===== src/rtl/sw_debounce.sv =====
// ---------------------------------------------------------------------------
// sw_debounce
//
// Per-bit synchronizer and debouncer for the board slide switches.
//
// Each raw switch bit passes through a two-flop synchronizer into the i_clk
// domain. A new level on a bit is accepted into o_sw only after the
// synchronized value has disagreed with o_sw for DEBOUNCE_CYCLES consecutive
// cycles. Every bit has its own independent two-state FSM and stability
// counter.
//
// Parameters
//   NB_SW           number of switch bits
//   NB_CNT          width of each per-bit stability counter
//   DEBOUNCE_CYCLES consecutive stable cycles needed to accept a new level
//                   (2 .. 2**NB_CNT)
//   RESET_VAL       reset value of the synchronizer stages and o_sw
//
// Ports
//   i_clk      system clock, rising edge
//   i_rst      asynchronous active-high reset
//   i_sw       raw asynchronous switch levels
//   o_sw       debounced switch levels (registered)
//   o_change   one-cycle pulse when any bit of o_sw changes
//   o_sw_rise  one-cycle per-bit pulse on a 0->1 change of o_sw
//   o_sw_fall  one-cycle per-bit pulse on a 1->0 change of o_sw
//
// Build option
//   SW_DEBOUNCE_EDGE_EN  when defined, the per-bit rise/fall pulse registers
//                        are built; otherwise o_sw_rise/o_sw_fall are tied
//                        to 0. o_sw, o_change and latency are unaffected.
// ---------------------------------------------------------------------------
module sw_debounce #(
    parameter int               NB_SW           = 4,
    parameter int               NB_CNT          = 20,
    parameter int               DEBOUNCE_CYCLES = 1000000,
    parameter logic [NB_SW-1:0] RESET_VAL       = '0
) (
    input  logic             i_clk,
    input  logic             i_rst,
    input  logic [NB_SW-1:0] i_sw,
    output logic [NB_SW-1:0] o_sw,
    output logic             o_change,
    output logic [NB_SW-1:0] o_sw_rise,
    output logic [NB_SW-1:0] o_sw_fall
);

    // Counter value on the cycle where the DEBOUNCE_CYCLES-th consecutive
    // mismatch is seen; acceptance happens instead of counting past it.
    localparam logic [NB_CNT-1:0] CNT_LAST = NB_CNT'(DEBOUNCE_CYCLES - 1);

    typedef enum logic {
        ST_STABLE = 1'b0,
        ST_CHECK  = 1'b1
    } state_t;

    logic [NB_SW-1:0] r_sync1;
    logic [NB_SW-1:0] r_sync2;
    logic [NB_SW-1:0] r_sw;
    logic             r_change;
    wire  [NB_SW-1:0] w_accept;

    // Two-flop synchronizer; both stages start at the reset level so a
    // switch already sitting at RESET_VAL produces no activity after reset.
    always_ff @(posedge i_clk or posedge i_rst) begin
        if (i_rst) begin
            r_sync1 <= RESET_VAL;
            r_sync2 <= RESET_VAL;
        end else begin
            r_sync1 <= i_sw;
            r_sync2 <= r_sync1;
        end
    end

    // One independent debounce FSM plus counter per switch bit.
    for (genvar k = 0; k < NB_SW; k++) begin : g_bit
        state_t            r_state;
        state_t            w_state_next;
        logic [NB_CNT-1:0] r_cnt;
        logic [NB_CNT-1:0] w_cnt_next;
        logic              w_acc;

        // State and counter registers for this bit.
        always_ff @(posedge i_clk or posedge i_rst) begin
            if (i_rst) begin
                r_state <= ST_STABLE;
                r_cnt   <= '0;
            end else begin
                r_state <= w_state_next;
                r_cnt   <= w_cnt_next;
            end
        end

        // Next-state logic. Any cycle where the synchronized level agrees
        // with o_sw again throws away the partial count, so only an
        // unbroken run of mismatches can reach acceptance.
        always_comb begin
            w_state_next = r_state;
            w_cnt_next   = r_cnt;
            w_acc        = 1'b0;
            case (r_state)
                ST_STABLE: begin
                    if (r_sync2[k] != r_sw[k]) begin
                        w_state_next = ST_CHECK;
                        w_cnt_next   = NB_CNT'(1);
                    end
                end
                ST_CHECK: begin
                    if (r_sync2[k] == r_sw[k]) begin
                        w_state_next = ST_STABLE;
                        w_cnt_next   = '0;
                    end else if (r_cnt == CNT_LAST) begin
                        w_acc        = 1'b1;
                        w_state_next = ST_STABLE;
                        w_cnt_next   = '0;
                    end else begin
                        w_cnt_next   = r_cnt + NB_CNT'(1);
                    end
                end
                default: begin
                    w_state_next = ST_STABLE;
                    w_cnt_next   = '0;
                end
            endcase
        end

        assign w_accept[k] = w_acc;
    end

    // Accepted levels and the aggregate change strobe. An accepted bit
    // always differs from its current o_sw value, so toggling it loads the
    // synchronized level.
    always_ff @(posedge i_clk or posedge i_rst) begin
        if (i_rst) begin
            r_sw     <= RESET_VAL;
            r_change <= 1'b0;
        end else begin
            r_sw     <= r_sw ^ w_accept;
            r_change <= |w_accept;
        end
    end

    assign o_sw     = r_sw;
    assign o_change = r_change;

`ifdef SW_DEBOUNCE_EDGE_EN
    logic [NB_SW-1:0] r_rise;
    logic [NB_SW-1:0] r_fall;

    // Edge pulses are registered alongside o_sw so they coincide with the
    // level update; the direction is the newly accepted synchronized level.
    always_ff @(posedge i_clk or posedge i_rst) begin
        if (i_rst) begin
            r_rise <= '0;
            r_fall <= '0;
        end else begin
            r_rise <= w_accept & r_sync2;
            r_fall <= w_accept & ~r_sync2;
        end
    end

    assign o_sw_rise = r_rise;
    assign o_sw_fall = r_fall;
`else
    assign o_sw_rise = '0;
    assign o_sw_fall = '0;
`endif

endmodule


===== config.mk =====
export PLATFORM = sky130hd
export DESIGN_NAME = sw_debounce
export DESIGN_NICKNAME = d
export VERILOG_FILES = /design/src/rtl/sw_debounce.sv
export SDC_FILE = /design/constraint.sdc
export NUM_CORES = 1
export LEC_CHECK = 0
export CAP_MARGIN = 20
export CELL_PAD_IN_SITES_DETAIL_PLACEMENT = 1
export CELL_PAD_IN_SITES_GLOBAL_PLACEMENT = 1
export CORE_MARGIN = 4
export CORE_UTILIZATION = 45
export CTS_BUF_LIST = sky130_fd_sc_hd__clkbuf_8
export DETAILED_ROUTE_END_ITERATION = 6
export PLACE_DENSITY = 0.86
export SETUP_SLACK_MARGIN = 0.4
export SYNTH_ARGS = -nofsm -noshare
export SYNTH_HDL_FRONTEND = slang
export SYNTH_SLANG_ARGS = --single-unit

===== constraint.sdc =====
create_clock -name i_clk -period 3.59 [get_ports i_clk]
set_input_delay 0.8975 -clock i_clk [delete_from_list [all_inputs] [get_ports i_clk]]
set_output_delay 0.8975 -clock i_clk [all_outputs]
set_load 0.005 [all_outputs]

## Word level (Yosys, flattened, before mapping)

Cells that the tools add are included.

- RAM bits: 0
- Latch bits: 0
- Register bits after elaboration: 97
- Output and inout bits: 13
- Bits in read-only memories: 0
- Memories kept: 0
- Logic and storage cells: 82

- Eq/ne operators: 16
- Divide/modulo/power cells: 0
- Magnitude comparators: 0
- Multipliers: 0
- Reduce and logical (&&, ||, !) cells: 1
- Shift operators: 0
- Muxes and demuxes: 44
- Add/sub/neg operators: 4
- Bitwise operators: 5

Operator list:

| operator | count |
|---|---|
| two-way mux 20 bit | 12 |
| case mux 20 bit (2 select lines) | 4 |
| adder 20 x 1 -> 20 bit, second input constant | 4 |
| == test 20 bit, second input constant | 4 |
| two-way mux 1 bit | 24 |
| != test 2 bit, second input constant | 4 |
| case mux 1 bit (2 select lines) | 4 |
| == test 1 bit | 4 |
| != test 1 bit | 4 |
| NOT 1 bit | 4 |
| OR reduction 4 bit | 1 |
| XOR 4 bit | 1 |

## Longest topological paths before layout

Gate-level depths: netlist of the first run.

- Depth after elaboration: 5
- Gate-level depth with buffers: 8
- Gate-level depth less buffers: 6

## Least setup slack after synthesis of the first run

OpenSTA, ideal clock, no wires.

- Path type: reg2reg
- Start: reg g_bit[2].r_cnt[0]
- End: reg g_bit[2].r_cnt[12]
- Setup slack: 1645 ps
- Data arrival time: 1807 ps
- Clock period less this slack: 1945 ps
- Cell stages (with the launch flop): 9
- Cell sequence: dfrtp_1 ha_1 nand3_2 or2_1 o311a_1 buf_2 buf_2 a31oi_1 a31oi_1

- Word-level cells in the longest chain between the ends: 4

RTL lines:

| item | RTL line | RTL |
|---|---|---|
| start, declared | 79 | `logic [NB_CNT-1:0] r_cnt;` |
| start signal, assigned | 90 | `r_cnt <= w_cnt_next;` |
| adder 20 x 1 -> 20 bit or == test 20 bit (tied branches) | 117, 112 |  |
| two-way mux 20 bit (*) | 112 | `end else if (r_cnt == CNT_LAST) begin` |
| two-way mux 20 bit (*) | 109 | `if (r_sync2[k] == r_sw[k]) begin` |
| case mux 20 bit (2 select lines) (*) | 101 | `case (r_state)` |

Mark *: on every way between the ends. The rest lies on a longest branch, timed or not.
A chain may end at the register's enable or synchronous reset.

## Worst setup path in the final report of the first run

- Start: reg g_bit[1].r_cnt[0]
- End: reg g_bit[1].r_cnt[13]

- Word-level cells in the longest chain between the ends: 4

RTL lines:

| item | RTL line |
|---|---|
| start, declared | 79 |
| start signal, assigned | 90 |
| adder 20 x 1 -> 20 bit or == test 20 bit (tied branches) | 117, 112 |
| two-way mux 20 bit (*) | 112 |
| two-way mux 20 bit (*) | 109 |
| case mux 20 bit (2 select lines) (*) | 101 |

Marks and branches as above.

==> results of run 1 <==
==> through the flow <==
stage	setup slack, ns	util [%]	power [mW]	cell area, µm²
final	1.05	50.1	1.98	5550
after global routing	0.794	50.1	2.08	5550
after CTS	1.04	49.9	1.99	5530
after detailed placement	1.07	48.4	1.33	5360
after global placement	1.23	48.4	1.32	5360
after floorplan	1.54	-	1.29	5230
==> flip-flops by register name, indices dropped and copies added, names as in the netlist <==
name and flops:
r_sync1 4, o_sw 4, r_sync2 4, g_bit.r_cnt 80, o_change 1, g_bit.r_state 4
==> synth_stat cells, types with 10 or more instances <==
cell / n / area share [%]
nor3_1: 12 / 1.2
o21ai_0: 21 / 2.0
a22o_1: 14 / 2.4
inv_1: 12 / 0.87
nand4_1: 20 / 2.4
buf_4: 11 / 1.6
dfrtp_1: 97 / 47
a21oi_1: 35 / 3.4
buf_2: 10 / 0.96
nand3_1: 37 / 3.6
nor2_1: 33 / 2.4
a31oi_1: 41 / 4.9
nand2_1: 69 / 5.0
and3_1: 12 / 1.4
==> placed cells by master (no fill, tap or decap), types with 14 or more instances in the layout <==
master | netlist | final
a22o_1 | 14 | 14
nand2_1 | 69 | 69
a21oi_1 | 35 | 33
a31oi_1 | 41 | 41
nand4_1 | 20 | 20
o21ai_0 | 21 | 21
dfrtp_1 | 97 | 97
nand3_1 | 37 | 37
nor2_1 | 33 | 33
==> layer usage <==
metal | routed length [µm] | vias up
li1 | - | 2059
met2 | 6080 | 49
met3 | 347 | 14
met4 | 146 | 0
met5 | 0 | -
met1 | 5820 | 2167
==> layout make-up <==
class | instances | area share, %
inverters | 12 | 0.879
well taps | 140 | 3.15
multi-input cells | 421 | 45.9
repair buffers | 17 | 3.33
flip-flops and latches | 97 | 43.7
clock inverters | 1 | 0.0676
clock buffers | 12 | 2.97
==> worst min path at each step <==
stage / start / to / slack, ns / cells after the start
2_1_floorplan: r_sync1[0] / r_sync2[0] / 0.33 / 0
3_3_place_gp: r_sync1[3] / r_sync2[3] / 0.33 / 0
3_5_place_dp: r_sync1[3] / r_sync2[3] / 0.34 / 0
4_1_cts: r_sync1[3] / r_sync2[3] / 0.36 / 0
5_1_grt: r_sync1[3] / r_sync2[3] / 0.36 / 0
6_report: r_sync1[3] / r_sync2[3] / 0.35 / 0
==> where the power goes <==
group	switching (mW)	internal [mW]
sequential	0.0356	1.12
combinational	0.100	0.0554
clock	0.371	0.296
total	0.507	1.47
==> kinds of logic (layout without fill, tap and decap cells) <==
family / after synthesis / count (layout) / share of synthesized area, %
AO/OA/AOI/OAI: 151 / 151 / 18.8
XOR/XNOR: 10 / 10 / 1.69
adder cells (fa/ha/maj): 4 / 4 / 0.963
buffers and inverters: 44 / 42 / 4.89
flip-flops: 97 / 97 / 46.7
multiplexers: 13 / 13 / 2.60
other: 1 / 8 / 0.0722
AND/OR/NAND/NOR: 235 / 235 / 24.3
==> impl_metrics.toml, run 1 <==
[cts]
cts_resized = 0
clock-sinks = 97
tritoncts = "yes"
cts_htree_levels = 3
clk_pin_slew_ns = 0.09
insertion_delay_ns = 0.37
root_buffer = "clkbuf_8"
ctsHoldBuffers = 0
clk_path_buf_depth = 2
cts_buffers = 9
post_cts.repair.setup_buffers = 0

[setup_path]
crit_path_start = "g_bit[1].r_cnt[0]"
r2r-end = "g_bit[1].r_cnt[13]"
crit_type = "reg -> reg"
ff2ff_setup_slack_ns = 1.05
r2r-start = "g_bit[1].r_cnt[0]"
crit_slowest_cell = "a21oi_2"
critPathMaxFanout = 21
critPathCaptureType = "register"
path_buf_inv = 1
crit_family = "compound AO/OA/AOI/OAI gates"
worstPathRequired_ns = 3.89
timing.critical_path.to = "g_bit[1].r_cnt[13]"
max_stage_delay_ns = 0.68
reg2regPathDepth = 7
worstSetupStartpointType = "register"
worstPathCellList = "ha_1 > nand3_1 > and4bb_2 > a21oi_2 > buf_4 > nand4_1 > mux2i_1"
cp.depth = 7
arrival_ns = 2.83

[synthesis]
yosysWarnings = 0
syn_area_um2 = 5200
yosys_most_used_dff = "dfrtp_1"
synth_seq_area_share_pct = 46.7
synth_cell_types = 63
synth.avg_cell_area_um2 = 9.36
async_flop_share_pct = 100
synth_seq_cells = 97
syn_inst = 555
synth_edf_count = 0

[global_routing]
grt_max_degree = 36
grtUsageMet3_pct = 3.24
grt_busiest_layer = "met2"
track_usage_pct = 20.0
grt_overflow = 0
grt_pass1_wl_mm = 21.6
gr-usage-met2_pct = 33.2
grt_pass1_vias = 4424
antenna_found_initial = 0
use_met1_pct = 27.2

[finish]
final_cells = 700
multi_input_area_um2 = 2550
seq_area_um2 = 2430
num-nets-final = 568
area_delta_synth_final_pct = 6.89
drive_above_1_share_pct = 7.14
fillers = 1298
antenna_cells = 0

[sta]
final_max_slew_viol_count = 0
finalHoldViolCount = 0
fin_tns_setup_ns = 0
fmax_mhz = 394
fin_crit_sh_pct = 70.6
clock-skew-final_ns = 0.00725
finalSetupViolations = 0
grt_setup_unrepaired = "false"
layout_min_cycle_time_ns = 2.54
slew-limit-headroom_pct = 35.8
tightest_slew_ns = 0.962
holdWs_ns = 0.354

[die]
initial_utilization_pct = 46.9
rows = 38
core-area_um2 = 11100
die_area_um2 = 13300
chipHeight_um = 115
fp.dieW_um = 115
io_pins = 19

[flow_run]
cap_violations = 0

[run_status]
status = "finished, final reports clean"

[placement]
post-place-cells = 686
dp_hpwl_mm = 8.61
gp_congestion = 0.803
io_buffers = 10

[detailed_routing]
dr.first_iter.drc_count = 193
vias = 4289
wire_per_inst_um = 17.7
routed_wirelength_mm = 12.4
viasPerCell = 6.13
drtPass1Iterations = 4
ant_nets = 0
drc_errors = 0

[power]
p_leak_nw = 2.32
p_per_area_nw_per_um2 = 356
ir_drop_v = 0.000177

[worst_hold_path]
hold_path_class = "reg -> reg"
(Power assumes the default switching activity.)
==> run 2: changes to the inputs <==
==> constraint.sdc (replaced) <==
create_clock -name i_clk -period 2.05 [get_ports i_clk]
set_input_delay 0.5125 -clock i_clk [delete_from_list [all_inputs] [get_ports i_clk]]
set_output_delay 0.5125 -clock i_clk [all_outputs]
set_load 0.005 [all_outputs]
==> run 2 against run 1 <==
- the flow now finishes with violations (setup timing)
- setup slack got worse by 1.3 ns
- routed wire length rose by 99%
- non-clock buffer count up 130
- sequential power increased by 78%
- fmax grew 12%
- critical endpoint is now g_bit[0].r_cnt[15]
- die area unchanged
- first-iteration DRC count increased to 2.9 times the previous value
- cell count rose by 19%
- total power rose by 110%
==> impl_metrics.toml, run 2 (synthesis gave the netlist of run 1 again) <==
[sta]
clock-skew-final_ns = 0.0187
layout_min_cycle_time_ns = 2.26
fin_ws_ns = -0.209
finalSetupViolations = 22
slew-limit-headroom_pct = 59.4
grt_setup_unrepaired = "true"
finalHoldViolCount = 0
final_max_slew_viol_count = 0
fmax_mhz = 443
fin_crit_sh_pct = 110
tightest_slew_ns = 0.607

[flow_run]
cap_violations = 0

[finish]
antenna_cells = 0
drive_above_1_share_pct = 47.0
final_common_cell = "buf_4"
final_cells = 833
mostFrequentLayoutCells = "buf_4 (92), dfrtp_1 (82), nand2_1 (55), a31oi_1 (30)"
area_delta_synth_final_pct = 52.4
regMostFlops = "g_bit.r_cnt"
fillers = 1100
num-nets-final = 698
finish.utilization_pct = 71.5
largest_reg_flops = 80

[global_routing]
grt_max_degree = 52
grt_pass1_vias = 5657
grt_pass1_wl_mm = 31.5
grt_overflow = 0
grt_busiest_layer = "met2"
gr-usage-met2_pct = 52.9
track_usage_pct = 30.5
grtUsageMet3_pct = 5.27
use_met1_pct = 37.0
antenna_found_initial = 0

[placement]
post-place-cells = 721
dp_hpwl_mm = 9.75
io_buffers = 10
gp_congestion = 0.833

[setup_path]
critPathCaptureType = "register"
max_stage_delay_ns = 0.58
crit_slowest_cell = "or4_4"
worstSetupStartpointType = "register"
worstPathCellList = "or4_4 > nor4_4 > buf_4 > a21oi_4 > buf_12 > a31oi_1 > a31oi_1"
crit_family = "simple AND/OR/NAND/NOR gates"
worstPathRequired_ns = 2.32
path_common_cell = "a31oi_1"
arrival_ns = 2.53
crit_type = "reg -> reg"
path_buf_inv = 2
critPathMaxFanout = 9

[detailed_routing]
dr.first_iter.drc_count = 561
drc_errors = 0
vias = 5703
drtPass1Iterations = 5
wire_per_inst_um = 29.6
viasPerCell = 6.85
ant_nets = 0
routed_wirelength_mm = 24.7

[power]
p_clk_share_pct = 34.1
switching_share_pct = 31.1
power.share.combinational_pct = 16.0
seqPwrFrac_pct = 49.9
ir_drop_v = 0.000463
p_leak_nw = 3.38
p_sw_mw = 1.28
p_per_area_nw_per_um2 = 521
internal_power_mw = 2.84

[cts]
cts_htree_levels = 3
clock-sinks = 97
clk_path_buf_depth = 2
clk_pin_slew_ns = 0.11
cts_buffers = 9
ctsHoldBuffers = 0
tritoncts = "yes"
root_buffer = "clkbuf_8"
insertion_delay_ns = 0.41

[die]
core-area_um2 = 11100
fp.dieW_um = 115
rows = 38
initial_utilization_pct = 46.9
die_area_um2 = 13300
io_pins = 19
chipHeight_um = 115

[run_status]
status = "finished, violations left"
violations = "setup timing"

[worst_hold_path]
hold_path_class = "reg -> reg"
[run 2: cell types whose count changed in the layout (fill, tap and decap cells not counted), sizes merged]
cell / previous run / this run
buf: 7 / 136
bufinv: 0 / 1
clkdlybuf4s15: 0 / 1
clkdlybuf4s50: 10 / 5
clkinv: 0 / 4
clkinvlp: 1 / 2
dlygate4sd2: 0 / 2
[run 2: cell type report]
class / instances / area, µm² / area share [%]
clock inverters: 7 / 70.1 / 0.885
clock buffers: 9 / 124 / 1.56
inverters: 12 / 48.8 / 0.616
well taps: 140 / 175 / 2.21
repair buffers: 147 / 1490 / 18.8
flip-flops and latches: 97 / 2450 / 30.9
multi-input cells: 421 / 3570 / 45.0
[run 2: metal layers]
layer,vias up,wire (µm),share of wire [%]
met1,2926,9340,38
met3,138,1460,5.9
met5,-,0,0
li1,2332,-,-
met2,307,12400,50
met4,0,1510,6.1
[run 2: what timing repair did]
| action | CTS | global route |
|---|---|---|
| resized for setup | 109 | 116 |
| cloned | 7 | 1 |
| hold endpoints to repair | 0 | 0 |
| pin swaps | 52 | 51 |
| setup buffers | 47 | 41 |
| endpoints found under the setup margin | 87 | 91 |
[run 2: power groups by stage]
| stage | logic [mW] | clock network, mW | registers (mW) |
|---|---|---|---|
| after floorplan | 0.252 | 0 | 2.06 |
| after global placement | 0.319 | 0 | 2.06 |
| after detailed placement | 0.343 | 0 | 2.07 |
| after CTS | 0.499 | 1.33 | 2.03 |
| after global routing | 0.691 | 1.49 | 2.06 |
| final | 0.659 | 1.40 | 2.06 |
[run 2: worst paths after layout]
path                                          from                  to  slack [ns]  cells after the start
max in group asynchronous                    i_rst  g_bit[1].r_cnt[15]        1.17                      3
worst max-delay path            g_bit[0].r_cnt[11]  g_bit[0].r_cnt[15]       -0.21                      7
worst min register to register          r_sync1[0]          r_sync2[0]        0.37                      0
worst max register to register  g_bit[0].r_cnt[11]  g_bit[0].r_cnt[15]       -0.21                      7
min in group asynchronous                    i_rst             o_sw[2]        0.57                      3
worst min-delay path                    r_sync1[0]          r_sync2[0]        0.37                      0
[run 2: through the flow]
stage | instance area (µm²) | worst slack [ns] | hold slack [ns] | setup TNS, ns | power [mW]
final | 7920 | -0.209 | 0.370 | -2.33 | 4.12
after global routing | 7920 | -0.211 | 0.383 | -2.56 | 4.24
after CTS | 7040 | 0.0821 | 0.369 | 0 | 3.86
after detailed placement | 5860 | 0.0296 | 0.340 | 0 | 2.41
after global placement | 5860 | 0.0968 | 0.336 | 0 | 2.38
after floorplan | 5510 | 0.187 | 0.331 | 0 | 2.31
[run 2: worst reg2reg max path: cells and delay by family (launching register included)]
kind / cells / cell delay, ns
simple gates: 2 / 0.91
flops: 1 / 0.41
buf+inv: 2 / 0.40
compound gates: 3 / 0.40
==> run 3: changes to the inputs <==
--- a/config.mk
+++ b/config.mk
@@ -12,6 +12,7 @@
 export CORE_UTILIZATION = 45
 export CTS_BUF_LIST = sky130_fd_sc_hd__clkbuf_8
 export DETAILED_ROUTE_END_ITERATION = 6
+export MAX_ROUTING_LAYER = met4
 export PLACE_DENSITY = 0.86
 export SETUP_SLACK_MARGIN = 0.4
 export SYNTH_ARGS = -nofsm -noshare
==> run 3 against run 2 <==
- the flow still finishes with violations (setup timing)
- setup slack improved by 0.094 ns
- core utilization shrank 0.068 points
- clock skew decreased by 0.0029 ns
- worst hold slack better by 0.0040 ns
- total power is 0.82% lower
- clock power is essentially flat
- critical path depth fell by 1
- sequential share of layout area barely moved
==> impl_metrics.toml, run 3 (synthesis gave the netlist of run 1 again) <==
[sta]
grt_setup_unrepaired = "true"
fin_ws_ns = -0.115
clock-skew-final_ns = 0.0158
fmax_mhz = 462
slew-limit-headroom_pct = 63.3
finalSetupViolations = 19
fin_crit_sh_pct = 106
finalHoldViolCount = 0
layout_min_cycle_time_ns = 2.16
fin_tns_setup_ns = -0.919
final_max_slew_viol_count = 0
tightest_slew_ns = 0.546

[global_routing]
antenna_found_initial = 0
grt_pass1_wl_mm = 31.5
gr-usage-met2_pct = 53.3
grt_max_degree = 52
track_usage_pct = 31.4
grtUsageMet3_pct = 5.27
use_met1_pct = 36.7
grt_overflow = 0
grt_busiest_layer = "met2"
grt_pass1_vias = 5672

[die]
chipHeight_um = 115
io_pins = 19
rows = 38
initial_utilization_pct = 46.9
fp.dieW_um = 115
core-area_um2 = 11100
die_area_um2 = 13300

[cts]
tritoncts = "yes"
cts_htree_levels = 3
insertion_delay_ns = 0.40
root_buffer = "clkbuf_8"
clk_path_buf_depth = 2
clock-sinks = 97
cts_buffers = 9
clk_pin_slew_ns = 0.11

[setup_path]
r2r-end = "g_bit[0].r_cnt[12]"
critPathCaptureType = "register"
critPathMaxFanout = 4
path_buf_inv = 1
crit_type = "reg -> reg"
timing.critical_path.to = "g_bit[0].r_cnt[12]"
crit_family = "simple AND/OR/NAND/NOR gates"
ff2ff_setup_slack_ns = -0.11
worstPathRequired_ns = 2.34
reg2regPathDepth = 6
arrival_ns = 2.46
worstPathCellList = "ha_1 > nand2_2 > buf_4 > nor4_1 > xor2_1 > a22o_1"
r2r-start = "g_bit[0].r_cnt[1]"
crit_path_start = "g_bit[0].r_cnt[1]"
max_stage_delay_ns = 0.52
worstSetupStartpointType = "register"
cp.depth = 6
crit_slowest_cell = "nor4_1"

[placement]
dp_hpwl_mm = 9.75
gp_congestion = 0.846
place_area_um2 = 5860
io_buffers = 10
pre_cts_ws_ns = 0.0296
post-place-cells = 721

[finish]
multi_input_area_um2 = 3570
antenna_cells = 0
regMostFlops = "g_bit.r_cnt"
area_delta_synth_final_pct = 52.3
num-nets-final = 697
final_cells = 832
largest_reg_flops = 80
drive_above_1_share_pct = 47.0
fillers = 1089
final_cell_area_um2 = 7910
mostFrequentLayoutCells = "buf_4 (91), dfrtp_1 (82), nand2_1 (55), a31oi_1 (30)"
seq_area_um2 = 2450
final_common_cell = "buf_4"

[detailed_routing]
wire_per_inst_um = 28.5
viasPerCell = 6.71
dr.first_iter.drc_count = 538
ant_nets = 0
drc_errors = 0
vias = 5584
drtPass1Iterations = 5
routed_wirelength_mm = 23.7

[worst_hold_path]
hold_path_class = "reg -> reg"

[run_status]
status = "finished, violations left"
violations = "setup timing"

[flow_run]
cap_violations = 0

[power]
ir_drop_v = 0.000427
total_power_mw = 4.09
p_per_area_nw_per_um2 = 517
p_leak_nw = 3.37
## run 3: layout make-up
cell class | instances | share of cell area [%]
clock buffer | 9 | 1.57
clock inverter | 7 | 0.886
inverter | 12 | 0.617
multi-input combinational | 421 | 45.1
sequential | 97 | 30.9
tap | 140 | 2.21
timing repair buffer | 146 | 18.7
## run 3: power by group
group,total [mW],switching [mW],internal [mW]
Sequential,2.06,0.0952,1.96
Clock,1.38,0.809,0.566
Combinational,0.654,0.349,0.306
Total,4.09,1.25,2.84
## run 3: metrics by stage
| step | hold slack [ns] | utilization (%) |
|---|---|---|
| 2_1_floorplan | 0.331 | - |
| 3_3_place_gp | 0.336 | 52.9 |
| 3_5_place_dp | 0.340 | 52.9 |
| 4_1_cts | 0.369 | 63.6 |
| 5_1_grt | 0.381 | 71.4 |
| 6_report | 0.374 | 71.4 |
## run 3: worst min path at each step
stage                    start         end  slack (ns)  cells past startpoint
floorplan           r_sync1[0]  r_sync2[0]        0.33                      0
global placement    r_sync1[2]  r_sync2[2]        0.34                      0
detailed placement  r_sync1[0]  r_sync2[0]        0.34                      0
CTS                 r_sync1[0]  r_sync2[0]        0.37                      0
global route        r_sync1[0]  r_sync2[0]        0.38                      0
finish              r_sync1[1]  r_sync2[1]        0.37                      0
## run 3: per-layer routing
metal | wire, µm | up-vias
met2 | 12200 | 286
met5 | 0 | -
li1 | - | 2325
met4 | 1030 | 0
met1 | 9260 | 2892
met3 | 1240 | 81
## run 3: timing repair
action,CTS,global route
gates resized for setup,109,116
hold buffers,0,0
endpoints found under the setup margin,87,91
pin swaps,52,50
gates cloned,7,1
buffers inserted,47,40
